--- config.mk ---
export PLATFORM = sky130hd
export DESIGN_NAME = muldiv_sequencer
export DESIGN_NICKNAME = d
export VERILOG_FILES = /design/src/rtl/muldiv_sequencer_pkg.sv /design/src/rtl/muldiv_sequencer_core.sv /design/src/rtl/muldiv_sequencer.sv
export SDC_FILE = /design/constraint.sdc
export NUM_CORES = 1
export LEC_CHECK = 0
export CORE_MARGIN = 4
export CORE_UTILIZATION = 49
export CTS_CLUSTER_SIZE = 30
export DETAILED_ROUTE_END_ITERATION = 7
export GPL_ROUTABILITY_DRIVEN = 0
export PLACE_DENSITY = 0.65
export SLEW_MARGIN = 20
export SYNTH_ARGS = -nofsm -noshare
export SYNTH_HDL_FRONTEND = slang
export SYNTH_SLANG_ARGS = --single-unit
export TNS_END_PERCENT = 50
--- constraint.sdc ---
create_clock -name clk -period 9.2 [get_ports clk]
set_clock_uncertainty 0.1 [all_clocks]
set_input_delay 1.38 -clock clk [delete_from_list [all_inputs] [get_ports clk]]
set_output_delay 1.38 -clock clk [all_outputs]
set_load 0.01 [all_outputs]
--- src/rtl/muldiv_sequencer_pkg.sv ---
// Shared definitions for the M-extension multiply/divide sequencer:
// funct3 op encodings, FSM state encoding, iteration count and the
// special-case result constants.
package muldiv_sequencer_pkg;

  typedef enum logic [2:0] {
    OP_MUL    = 3'b000,
    OP_MULH   = 3'b001,
    OP_MULHSU = 3'b010,
    OP_MULHU  = 3'b011,
    OP_DIV    = 3'b100,
    OP_DIVU   = 3'b101,
    OP_REM    = 3'b110,
    OP_REMU   = 3'b111
  } op_e;

  typedef enum logic [1:0] {
    S_IDLE = 2'd0,
    S_CALC = 2'd1,
    S_FIX  = 2'd2,
    S_DONE = 2'd3
  } state_e;

  localparam int unsigned ITER      = 32;
  localparam logic [31:0] QUOT_ONES = 32'hFFFF_FFFF;
  localparam logic [31:0] INT_MIN   = 32'h8000_0000;

  // rs1 is treated as signed by MULH, MULHSU, DIV and REM
  function automatic logic op_a_signed(input op_e o);
    return (o == OP_MULH) || (o == OP_MULHSU) || (o == OP_DIV) || (o == OP_REM);
  endfunction

  // rs2 is treated as signed by MULH, DIV and REM
  function automatic logic op_b_signed(input op_e o);
    return (o == OP_MULH) || (o == OP_DIV) || (o == OP_REM);
  endfunction

endpackage

--- src/rtl/muldiv_sequencer_core.sv ---
// muldiv_core: unsigned radix-2 datapath shared by multiply and divide.
// Holds the hi/lo shift registers, the operand-B register and a single
// 33-bit adder/subtractor.
//   load   : capture magnitudes, clear hi, select mode (is_div)
//   step   : perform one iteration
//   hi/lo  : multiply -> {hi,lo} = 64-bit product
//            divide   -> hi = remainder, lo = quotient
module muldiv_core #(
  parameter int unsigned XLEN = 32
) (
  input  logic            clk,
  input  logic            rst,
  input  logic            load,
  input  logic            step,
  input  logic            is_div,
  input  logic [XLEN-1:0] a_mag,
  input  logic [XLEN-1:0] b_mag,
  output logic [XLEN-1:0] hi,
  output logic [XLEN-1:0] lo
);

  logic [XLEN-1:0] hi_q;
  logic [XLEN-1:0] lo_q;
  logic [XLEN-1:0] b_q;
  logic            div_q;

  logic [XLEN:0] x;
  logic [XLEN:0] y;
  logic [XLEN:0] sum;
  logic [XLEN:0] mul_t;

  // Divide: x is the remainder shifted left with the next dividend bit,
  // and sum = x - b; sum[XLEN] set means the trial subtract borrowed.
  // Multiply: sum = hi + b, carry kept in sum[XLEN].
  always_comb begin
    x     = div_q ? {hi_q, lo_q[XLEN-1]} : {1'b0, hi_q};
    y     = {1'b0, b_q};
    sum   = x + (div_q ? ~y : y) + {{XLEN{1'b0}}, div_q};
    mul_t = lo_q[0] ? sum : {1'b0, hi_q};
  end

  always_ff @(posedge clk or posedge rst) begin
    if (rst) begin
      hi_q  <= '0;
      lo_q  <= '0;
      b_q   <= '0;
      div_q <= 1'b0;
    end else if (load) begin
      hi_q  <= '0;
      lo_q  <= a_mag;
      b_q   <= b_mag;
      div_q <= is_div;
    end else if (step) begin
      if (div_q) begin
        if (!sum[XLEN]) begin
          hi_q <= sum[XLEN-1:0];
          lo_q <= {lo_q[XLEN-2:0], 1'b1};
        end else begin
          hi_q <= x[XLEN-1:0];
          lo_q <= {lo_q[XLEN-2:0], 1'b0};
        end
      end else begin
        // product shifts right through {hi,lo}; consumed multiplier bits fall off lo
        hi_q <= mul_t[XLEN:1];
        lo_q <= {mul_t[0], lo_q[XLEN-1:1]};
      end
    end
  end

  assign hi = hi_q;
  assign lo = lo_q;

endmodule

--- src/rtl/muldiv_sequencer.sv ---
// muldiv_sequencer: multi-cycle RV32M multiply/divide unit for the EX stage.
// Owns the IDLE/CALC/FIX/DONE FSM, the iteration counter, pipeline
// handshake (stall/busy/done), special-case detection and sign fix-up.
//   clk, rst (async, active-high)
//   start, op, rs1_data, rs2_data, rd_in : op issue, sampled in IDLE
//   flush                                : kill in-flight op
//   stall, busy                          : pipeline hold / unit occupied
//   done, result, rd_out                 : one-cycle completion pulse + data
module muldiv_sequencer
  import muldiv_sequencer_pkg::*;
#(
  parameter int unsigned XLEN = 32
) (
  input  logic            clk,
  input  logic            rst,
  input  logic            start,
  input  logic [2:0]      op,
  input  logic [XLEN-1:0] rs1_data,
  input  logic [XLEN-1:0] rs2_data,
  input  logic [4:0]      rd_in,
  input  logic            flush,
  output logic            stall,
  output logic            busy,
  output logic            done,
  output logic [XLEN-1:0] result,
  output logic [4:0]      rd_out
);

  state_e          state;
  logic [5:0]      cnt;
  op_e             op_q;
  logic            a_neg_q;
  logic            b_neg_q;
  logic [4:0]      rd_q;

  op_e             op_in;
  logic            accept;
  logic            a_neg;
  logic            b_neg;
  logic [XLEN-1:0] a_mag;
  logic [XLEN-1:0] b_mag;
  logic            div_zero;
  logic            div_ovf;
  logic            special;
  logic [XLEN-1:0] special_res;

  logic [XLEN-1:0]   core_hi;
  logic [XLEN-1:0]   core_lo;
  logic [2*XLEN-1:0] prod_s;
  logic [XLEN-1:0]   quot_s;
  logic [XLEN-1:0]   rem_s;
  logic [XLEN-1:0]   fix_res;

  assign op_in  = op_e'(op);
  assign accept = (state == S_IDLE) && start && !flush;

  always_comb begin
    a_neg    = op_a_signed(op_in) && rs1_data[XLEN-1];
    b_neg    = op_b_signed(op_in) && rs2_data[XLEN-1];
    a_mag    = a_neg ? -rs1_data : rs1_data;
    b_mag    = b_neg ? -rs2_data : rs2_data;
    div_zero = op_in[2] && (rs2_data == '0);
    div_ovf  = ((op_in == OP_DIV) || (op_in == OP_REM)) &&
               (rs1_data == INT_MIN) && (rs2_data == '1);
    special  = div_zero || div_ovf;
  end

  always_comb begin
    special_res = '0;
    case (op_in)
      OP_DIV, OP_DIVU: special_res = div_zero ? QUOT_ONES : INT_MIN;
      OP_REM, OP_REMU: special_res = div_zero ? rs1_data : '0;
      default:         special_res = '0;
    endcase
  end

  muldiv_core #(
    .XLEN(XLEN)
  ) u_core (
    .clk    (clk),
    .rst    (rst),
    .load   (accept && !special),
    .step   (state == S_CALC),
    .is_div (op_in[2]),
    .a_mag  (a_mag),
    .b_mag  (b_mag),
    .hi     (core_hi),
    .lo     (core_lo)
  );

  // Sign flags are zero for unsigned ops (and MUL, whose low word is
  // sign-agnostic), so negation only happens where the op calls for it.
  always_comb begin
    prod_s  = (a_neg_q ^ b_neg_q) ? -{core_hi, core_lo} : {core_hi, core_lo};
    quot_s  = (a_neg_q ^ b_neg_q) ? -core_lo : core_lo;
    rem_s   = a_neg_q ? -core_hi : core_hi;
    fix_res = '0;
    case (op_q)
      OP_MUL:                       fix_res = prod_s[XLEN-1:0];
      OP_MULH, OP_MULHSU, OP_MULHU: fix_res = prod_s[2*XLEN-1:XLEN];
      OP_DIV, OP_DIVU:              fix_res = quot_s;
      OP_REM, OP_REMU:              fix_res = rem_s;
      default:                      fix_res = '0;
    endcase
  end

  always_ff @(posedge clk or posedge rst) begin
    if (rst) begin
      state   <= S_IDLE;
      cnt     <= '0;
      op_q    <= OP_MUL;
      a_neg_q <= 1'b0;
      b_neg_q <= 1'b0;
      rd_q    <= '0;
      done    <= 1'b0;
      result  <= '0;
      rd_out  <= '0;
    end else begin
      done <= 1'b0;
      case (state)
        S_IDLE: begin
          if (accept) begin
            op_q    <= op_in;
            a_neg_q <= a_neg;
            b_neg_q <= b_neg;
            rd_q    <= rd_in;
            cnt     <= '0;
            if (special) begin
              state  <= S_DONE;
              done   <= 1'b1;
              result <= special_res;
              rd_out <= rd_in;
            end else begin
              state <= S_CALC;
            end
          end
        end
        S_CALC: begin
          if (flush) begin
            state <= S_IDLE;
            cnt   <= '0;
          end else if (cnt == 6'(ITER - 1)) begin
            state <= S_FIX;
            cnt   <= '0;
          end else begin
            cnt <= cnt + 6'd1;
          end
        end
        S_FIX: begin
          if (flush) begin
            state <= S_IDLE;
          end else begin
            state  <= S_DONE;
            done   <= 1'b1;
            result <= fix_res;
            rd_out <= rd_q;
          end
        end
        S_DONE: state <= S_IDLE;
        default: state <= S_IDLE;
      endcase
    end
  end

  assign busy  = (state != S_IDLE);
  assign stall = !rst && (accept || (state == S_CALC) || (state == S_FIX));

endmodule

==> run metrics <==
# setup viols final 0; Data arrival, critical path 5.59 ns; clk_lat worst skew 0.44 ns; design area 0.01577 mm²; cell depth of the worst setup path 12; Initial Util 0.5019; initial antenna violation count 2; grt ovf 0; Vias 13,874; Area Overhead vs Synth 12.16%; Compound-Gate Fraction of Synth Area 0.2439; first-pass GRT wire length 74.55 mm; worst-path cell chain buf_4 -> mux2_2 -> ha_1 -> a21oi_1 -> o21ai_0 -> a2111oi_0 -> nand4_1 -> nand2_1 -> xnor2_4 -> buf_4 -> mux2_2 -> a221o_1; Place WS 3.723 ns; Post-synth EDFFs 0; Psw 2671 µW; hold path depth 2; hold crit path type reg -> reg; die area 0.03147 mm²; Die Height 177.4 µm; Yosys top cell by area dfrtp_1; nets@finish 1,894; Seq/Total Area, Yosys 0.2723; leakage dissipation 0.006072 µW; setup bufs post-CTS 0; IO Port Bufs 115; CTS Hold Bufs 0; crit path max fanout 70; post-synthesis register bit count 153; clk sink count 153; leading cell types in the layout, fill and taps excluded nand2_1 (213), o21ai_0 (159), dfrtp_1 (152); placed inst area 0.01521 mm²; remaining routing DRC violations 0; vias per std cell 6.388; Top Family by Delay on Critical Path compound AO/OA/AOI/OAI gates; Post-Syn Nets 1,892; setup TNS 0 ns; total CTS buffers 17; CTS Root Cell clkbuf_16; Max Buffers Root-to-Sink 2; CTS clock-pin slew for the worst setup and hold paths 0.08 ns; post_cts resized 0; Clock H-tree levels 4; cell count after synthesis 1,778; num rows 61; WL final 48.44 mm; Tmin final 5.372 ns; vias in the first global route 12,817; Max-Slew Margin vs Limit 0.3038; Detail Placement HPWL 35.86 mm; width of the die 177.4 µm; crit end category flop; Core Box Area 0.02801 mm²; combinational share of power 0.610; simple-gate share of the synthesized area 0.1882; CP Launch Type flop; # placed instances 2,139; post-route ant nets 0; r2r worst-path depth 12; synthesized cell area 0.01406 mm²; RSZ-0062 raised after global routing no; XOR/XNOR Fraction of Synth Area 0.1278; ys async rst share 1.000; post-synthesis mux area share 0.08054; Final Cycle Share 0.5839; TritonCTS clock tree done; critical path type reg -> reg; post-route setup slack 3.828 ns; DR WL/cell 22.30 µm; commonest non-fill, non-tap cell in the layout nand2_1; Main synth FF type dfrtp_1; pwr dens 336.7 mW/mm²; cell-internal power 2639 µW; run status finished, final reports clean; pin count of the biggest net entering global routing 90; Bufs and invs on worst path 2; Finished Layout Cells 2,172; CP required 9.41 ns; Design Power 5310 µW; Achievable Freq 186.2 MHz; IO Pins 116; Max-Cap Viols 0; worst-case vdd ir drop 0.2030 mV; DRT Pass-1 Iters 6; Clock power frac 0.129; drt initial violations 1,806; GRT Resource Usage Total 0.3016; Tightest Pin Transition 1.042 ns; Distinct cells, synth 84; main combinational cell family by area after synthesis compound AO/OA/AOI/OAI gates; Pins Over Slew Limit 0; Reg power frac 0.261; YS warnings 0; adder-cell share of the synthesized area 0.03435; highest-delay cell along the critical path dfrtp_4; count of final hold-check violations 0; average cell area after synthesis 7.908 µm²; switch share 0.5029; layout cell share with drive strength beyond 1 0.07418; dominant cells by area after synthesis dfrtp_1 (27%), xor2_1 (6.4%), xnor2_1 (6.2%); Crit path largest cell delay 1.10 ns; area share of the largest cell type after synthesis 0.2723
==> power groups by stage <==
stage / Combinational (µW) / Clock (µW) / Sequential (µW)
finish: 3240 / 685 / 1390
global route: 3530 / 714 / 1420
CTS: 3170 / 687 / 1370
detailed placement: 3150 / 0 / 1380
global placement: 3110 / 0 / 1370
floorplan: 2560 / 0 / 1090
==> cell families (layout without fill, tap and decap cells) <==
kind of cell | count (synthesis) | in the layout
compound gates | 549 | 549
xor+xnor | 203 | 203
fa+ha+maj | 38 | 38
buf+inv | 175 | 190
flops | 153 | 153
mux | 108 | 108
other cells | 0 | 1
simple gates | 552 | 552
==> sequential cells by signal (all words and copies together) (netlist names) <==
name / cells
u_core.lo: 32
cnt: 6
b_neg_q: 1
state: 2
op_q: 3
rd_q: 5
done: 1
u_core.div_q: 1
result: 32
u_core.b_q: 32
rd_out: 5
u_core.hi: 32
a_neg_q: 1
==> stage by stage <==
| stage | utilization | hold WS [ns] |
|---|---|---|
| 2_1_floorplan | - | 0.3440 |
| 3_3_place_gp | 0.5429 | 0.3565 |
| 3_5_place_dp | 0.5429 | 0.3630 |
| 4_1_cts | 0.5627 | 0.3813 |
| 5_1_grt | 0.5629 | 0.4008 |
| 6_report | 0.5630 | 0.3787 |
==> worst reg2reg max path, delay by kind of cell (launching register included) <==
family	cells	cell delay [ns]
buf+inv	2	1.12
mux	2	0.83
flops	1	1.10
simple gates	2	0.39
xor+xnor	1	0.13
compound gates	4	1.24
fa+ha+maj	1	0.34
==> routing by layer <==
layer | track usage | wire, µm
met1 | 0.4362 | 21020
met2 | 0.4379 | 20470
met3 | 0.08074 | 5335
met4 | 0.09765 | 1613
met5 | 0 | 0
==> path summary, 6_finish.rpt <==
path,start,slack (ns),to
setup / recovery,u_core.div_q$_DFFE_PP0P_,3.83,u_core.hi[21]$_DFFE_PP0P_
hold / removal,rd_q[1]$_DFFE_PP0P_,0.38,rd_q[1]$_DFFE_PP0P_
setup reg to reg,u_core.div_q$_DFFE_PP0P_,3.83,u_core.hi[21]$_DFFE_PP0P_
hold reg to reg,rd_q[1]$_DFFE_PP0P_,0.38,rd_q[1]$_DFFE_PP0P_
max in group asynchronous,rst,6.09,u_core.div_q$_DFFE_PP0P_
min in group asynchronous,rst,1.37,state[0]$_DFFE_PP0P_
==> Yosys cell counts, types with 18 or more instances <==
| master | count |
|---|---|
| o211ai_1 | 19 |
| mux2i_1 | 67 |
| o22ai_1 | 41 |
| a31oi_1 | 28 |
| clkbuf_1 | 101 |
| inv_1 | 25 |
| xnor2_1 | 100 |
| nor2_1 | 129 |
| mux2_2 | 41 |
| o31ai_1 | 28 |
| nand2_1 | 213 |
| nor3_1 | 42 |
| buf_2 | 25 |
| xor2_1 | 102 |
| ha_1 | 37 |
| dfrtp_1 | 153 |
| nand4_1 | 18 |
| o41ai_1 | 20 |
| nand3_1 | 31 |
| a21oi_1 | 140 |
| o21ai_0 | 159 |
| o221ai_1 | 21 |
==> final cells by class <==
class                      instances  area, µm²
clock inverter                    13      112.6
timing repair buffer             132       1279
antenna                            1      2.502
tap                              378      473.0
fill                            2640      12240
inverter                          26      103.9
clock buffer                      19      442.9
sequential                       153       3832
multi-input combinational       1450       9524
No activity file was read; power rests on OpenSTA's default activity.
